===== config.mk =====
export PLATFORM = sky130hd
export DESIGN_NAME = mux4_rr_arbiter
export DESIGN_NICKNAME = d
export VERILOG_FILES = /design/src/rtl/mux4_rr_arbiter.sv
export SDC_FILE = /design/constraint.sdc
export NUM_CORES = 1
export LEC_CHECK = 0
export BUFFER_PORTS_ARGS = -buffer_cell sky130_fd_sc_hd__buf_2
export CORE_MARGIN = 5
export CORE_UTILIZATION = 35
export CTS_BUF_LIST = sky130_fd_sc_hd__clkbuf_4
export DETAILED_ROUTE_END_ITERATION = 16
export PLACE_DENSITY = 0.72
export SETUP_SLACK_MARGIN = 0.4
export SYNTH_ARGS = -nofsm -noshare
export SYNTH_HDL_FRONTEND = slang
export SYNTH_SLANG_ARGS = --single-unit
export TNS_END_PERCENT = 50

===== constraint.sdc =====
create_clock -name clk -period 5.7 [get_ports clk]
set_clock_uncertainty 0.15 [all_clocks]
set_input_delay 0 -clock clk [delete_from_list [all_inputs] [get_ports clk]]
set_output_delay 0 -clock clk [all_outputs]
set_load 0.03 [all_outputs]

===== src/rtl/mux4_rr_arbiter.sv =====
// Round-robin arbiter steering four valid/ready requesters through a 4:1 mux, bursts of up to MAXBURST beats.
// Grant one cycle after first request; data and handshake paths are combinational; stalls hold grant and count.

module mux4to1 #(
    parameter int WID = 4
) (
    input  logic         e,
    input  logic [1:0]   s,
    input  logic [WID:1] a,
    input  logic [WID:1] b,
    input  logic [WID:1] c,
    input  logic [WID:1] d,
    output logic [WID:1] y
);
    always_comb begin
        y = '0;
        if (e) begin
            case (s)
                2'd0:    y = a;
                2'd1:    y = b;
                2'd2:    y = c;
                default: y = d;
            endcase
        end
    end
endmodule

module mux4_rr_arbiter #(
    parameter int WID      = 4,
    parameter int MAXBURST = 4
) (
    input  logic         clk,
    input  logic         rst,
    input  logic [3:0]   req_valid,
    input  logic [WID:1] req_data0,
    input  logic [WID:1] req_data1,
    input  logic [WID:1] req_data2,
    input  logic [WID:1] req_data3,
    output logic [3:0]   req_ready,
    output logic         out_valid,
    output logic [WID:1] out_data,
    input  logic         out_ready,
    output logic         mux_e,
    output logic [1:0]   mux_s,
    output logic [1:0]   gnt_idx
);
    localparam logic [0:0] ST_IDLE  = 1'b0;
    localparam logic [0:0] ST_GRANT = 1'b1;
    localparam logic [3:0] LP_LAST  = 4'(MAXBURST - 1);

    logic [0:0] r_state;
    logic [1:0] r_gnt_idx;
    logic [1:0] r_ptr;
    logic [3:0] r_beat_cnt;

    logic [0:0] w_nxt_state;
    logic [1:0] w_nxt_gnt;
    logic [1:0] w_nxt_ptr;
    logic [3:0] w_nxt_cnt;
    logic       w_grant;
    logic       w_cur_vld;
    logic       w_beat;
    logic       w_release;
    logic [1:0] w_ptr_rel;
    logic [2:0] w_pick_idle;
    logic [2:0] w_pick_rel;

    // Returns {found, index}: first valid requester scanning upward from start.
    function automatic logic [2:0] f_pick(input logic [1:0] start, input logic [3:0] vld);
        logic [2:0] res;
        logic [1:0] n;
        res = 3'b000;
        for (int k = 3; k >= 0; k--) begin
            n = start + 2'(k);
            if (vld[n]) res = {1'b1, n};
        end
        return res;
    endfunction

    assign w_grant     = (r_state == ST_GRANT);
    assign w_cur_vld   = req_valid[r_gnt_idx];
    assign w_beat      = w_grant && w_cur_vld && out_ready && !rst;
    assign w_release   = w_grant && (!w_cur_vld || (w_beat && (r_beat_cnt == LP_LAST)));
    assign w_ptr_rel   = r_gnt_idx + 2'd1;
    assign w_pick_idle = f_pick(r_ptr, req_valid);
    assign w_pick_rel  = f_pick(w_ptr_rel, req_valid);

    // Reset gates the handshake so an in-flight burst cannot land one more beat.
    assign out_valid = w_grant && w_cur_vld && !rst;
    assign req_ready = (w_grant && out_ready && !rst) ? (4'b0001 << r_gnt_idx) : 4'b0000;
    assign mux_e     = w_grant;
    assign mux_s     = r_gnt_idx;
    assign gnt_idx   = r_gnt_idx;

    mux4to1 #(.WID(WID)) u_mux (
        .e (mux_e),
        .s (mux_s),
        .a (req_data0),
        .b (req_data1),
        .c (req_data2),
        .d (req_data3),
        .y (out_data)
    );

    always_comb begin
        w_nxt_state = r_state;
        w_nxt_gnt   = r_gnt_idx;
        w_nxt_ptr   = r_ptr;
        w_nxt_cnt   = r_beat_cnt;
        case (r_state)
            ST_IDLE: begin
                if (w_pick_idle[2]) begin
                    w_nxt_gnt   = w_pick_idle[1:0];
                    w_nxt_cnt   = 4'd0;
                    w_nxt_state = ST_GRANT;
                end
            end
            default: begin
                if (w_release) begin
                    // The released requester sits last in the new order, so it only wins when alone.
                    w_nxt_ptr = w_ptr_rel;
                    w_nxt_cnt = 4'd0;
                    if (w_pick_rel[2]) begin
                        w_nxt_gnt = w_pick_rel[1:0];
                    end else begin
                        w_nxt_state = ST_IDLE;
                    end
                end else if (w_beat) begin
                    w_nxt_cnt = r_beat_cnt + 4'd1;
                end
            end
        endcase
    end

    always_ff @(posedge clk) begin
        if (rst) begin
            r_state    <= ST_IDLE;
            r_gnt_idx  <= 2'd0;
            r_ptr      <= 2'd0;
            r_beat_cnt <= 4'd0;
        end else begin
            r_state    <= w_nxt_state;
            r_gnt_idx  <= w_nxt_gnt;
            r_ptr      <= w_nxt_ptr;
            r_beat_cnt <= w_nxt_cnt;
        end
    end
endmodule

==> impl_metrics.py <==
metrics = {
    "placement": {
        "post-place-ws_ns": 3.34,
        "placement.io_buffers": 36,
        "place.gp.congestion": 0.801,
        "dp_hpwl_um": 1930,
    },
    "setup_path": {
        "crit_path_end_kind": "output pin",
        "critical_path_buf_inv_count": 2,
        "path_cells": "inv_1 -> ha_1 -> a222oi_1 -> nor2_1 -> a21oi_1 -> nor2_1 -> buf_2",
        "cp_data_required_time_ns": 5.55,
        "worstPathArrival_ns": 2.26,
        "timing_worst_setup_path_type": "reg2out",
        "crit_path_frequent_cell": "nor2_1",
        "cp_slowest_cell": "dfxtp_1",
        "path_max_fanout": 12,
        "cp-start-kind": "flip-flop",
        "critPathTopFamily": "flip-flops",
        "cpPeakStageDelay_ns": 0.60,
    },
    "synth": {
        "yosysUniqueCellTypes": 39,
        "synth-async-reset-ratio": 0,
        "yosysTopAreaCellShare": 0.190,
        "syn_nets": 148,
        "syn_area_per_cell_sq_um": 7.95,
        "synth_commonest_cells": "22 x nor2_1, 9 x a21oi_1, 9 x dfxtp_1",
        "synth-main-ff-cell": "dfxtp_1",
        "synth_edf_count": 0,
        "synth_area_leaders": "dfxtp_1 19%, nor2_1 8.7%, ha_1 7.9%",
        "synth.most_common_cell": "nor2_1",
        "yosysWarnings": 0,
        "ys_ff_latch": 9,
        "synth_area_sq_um": 946,
        "postSynthCellCount": 119,
        "yosysTopAreaCell": "dfxtp_1",
        "yosysSeqAreaShare": 0.190,
    },
    "floorplan": {
        "ios": 37,
        "start_util": 0.375,
        "die_w_um": 62.0,
        "coreArea_sq_mm": 0.00252,
        "die_h_um": 62.0,
        "rows": 18,
        "die_area_sq_mm": 0.00384,
    },
    "sta": {
        "finalCritPeriodShare": 0.423,
        "min_period_ns": 2.41,
        "hold_violations": 0,
        "fin_hold_ws_ns": 0.183,
        "setup_ws_ns": 3.29,
        "slew_headroom": 0.656,
        "tightest_slew_ns": 0.511,
        "setup_viol": 0,
        "fmax_mhz": 415,
        "slew_violations": 0,
        "fin_tns_setup_ns": 0,
        "rsz0062_at_grt": "false",
    },
    "grt": {
        "grtUsageMet2": 0.257,
        "grt_busiest_layer": "met2",
        "grt_pass1_vias": 978,
        "grt_pass1_wl_um": 4300,
        "grt_use_met3": 0.00620,
        "grtUsageMet1": 0.184,
        "grt_max_degree": 13,
        "grt_overflow_total": 0,
        "grt_usage": 0.145,
        "antenna_found_initial": 0,
    },
    "routing": {
        "drc": 0,
        "wl_per_cell_um": 13.8,
        "drt_iter0_drc": 50,
        "routed_wl_um": 2540,
        "ant_nets": 0,
        "route.vias.total": 1025,
        "routed_via_density": 5.57,
        "first_pass_iters": 4,
    },
    "final_layout": {
        "layout.nets": 184,
        "area_delta_synth_final_pct": 22.8,
        "drive_above_1_share": 0.312,
        "diodes": 0,
    },
    "clock_network": {
        "clock_latency_ns": 0.29,
        "htreeDepth": 1,
        "cts.path.max_buffers": 2,
        "cts-root-buf": "clkbuf_4",
        "path_clk_slew_ns": 0.08,
        "ctsResizeCount": 0,
        "cts_made_buffers": 3,
        "numClockSinks": 9,
        "cts_tree": "built",
    },
    "pwr": {
        "vdd_drop_max_mv": 0.0993,
        "leakage_nw": 0.546,
        "power_mw": 0.264,
        "power_density_mw_per_mm2": 228,
    },
    "status": {
        "status": "finished clean",
    },
    "run": {
        "cap_violations": 0,
    },
    "hold_path": {
        "worst_hold_path_type": "in2reg",
    },
}
## layout make-up
class | count | area [sq um]
Fill cell | 266 | 1360
Multi-Input combinational cell | 96 | 674
Timing Repair Buffer | 40 | 220
Sequential cell | 9 | 180
Inverter | 5 | 18.8
Clock buffer | 4 | 30.0
Tap cell | 30 | 37.5
## cell usage in the layout (no fill, tap or decap), types with 2 or more instances in the layout
cell type      Yosys  routed
a211oi_1           2       2
a21o_1             5       5
a21oi_1            9       9
a222oi_1           4       4
and2_1             5       5
buf_2              0      36
clkbuf_4           0       4
dfxtp_1            9       9
dlygate4sd3_1      0       4
ha_1               6       6
inv_1              4       4
mux2i_1            2       2
mux4_2             2       2
nand2_1            6       6
nand2b_1           6       6
nand3_1            2       2
nor2_1            22      22
o211ai_1           3       3
o21ai_0            3       3
xor2_1             2       2
## final timing paths
| kind | from | to | slack [ns] | depth (start not counted) |
|---|---|---|---|---|
| hold reg to reg | r_beat_cnt[1] | r_beat_cnt[1] | 0.37 | 2 |
| hold / removal | req_valid[1] | r_beat_cnt[0] | 0.18 | 4 |
| setup reg to reg | gnt_idx[0] | gnt_idx[0] | 3.32 | 7 |
| setup / recovery | gnt_idx[0] | out_data[4] | 3.29 | 7 |
## worst register-to-register path: stages, from the launching register on
cell and delay (ns):
dfxtp_1 0.60, inv_1 0.23, ha_1 0.42, nand2b_1 0.16, a21oi_1 0.07, o41ai_1 0.33, a211oi_1 0.09, a211oi_1 0.24
## through the flow
| stage | std cells | util | cell area (sq um) |
|---|---|---|---|
| floorplan | 119 | - | 946 |
| global placement | 176 | 0.433 | 1090 |
| detailed placement | 176 | 0.433 | 1090 |
| CTS | 184 | 0.460 | 1160 |
| global route | 184 | 0.460 | 1160 |
| finish | 184 | 0.460 | 1160 |
## cells by family (layout without fill, tap and decap cells)
kind of cell,Yosys count,count (layout),share of synthesized area
AOI/OAI and AO/OA,35,35,0.286
xor gates and xnor gates,2,2,0.0185
adders and majority gates,7,7,0.0899
buffers and inverters,14,49,0.0965
DFF,9,9,0.190
muxes,4,4,0.0688
and+or+nand+nor,48,48,0.250
## sequential cells by signal, indices dropped and copies added, names as in the netlist
signal      count
r_ptr           2
mux_e           1
gnt_idx         2
r_beat_cnt      4
## where the power goes
part	leakage [nW]	internal [mW]	total, mW	switching, mW
Clock	0.0184	0.0320	0.0625	0.0305
Combinational	0.454	0.0505	0.123	0.0727
Sequential	0.0738	0.0680	0.0787	0.0108
## metal layers
| metal | part of all wire | wire length, um |
|---|---|---|
| met4 | 0.014 | 36 |
| met3 | 0.054 | 137 |
| met1 | 0.46 | 1160 |
| met2 | 0.47 | 1200 |
| met5 | 0 | 0 |
## what timing repair did
| action | in CTS | in global routing |
|---|---|---|
| buffers inserted | 0 | 0 |
| hold endpoints to repair | 6 | 0 |
| hold buffers | 4 | 0 |
| setup endpoints to repair | 0 | 0 |
Power figures use the tool's default switching activity.
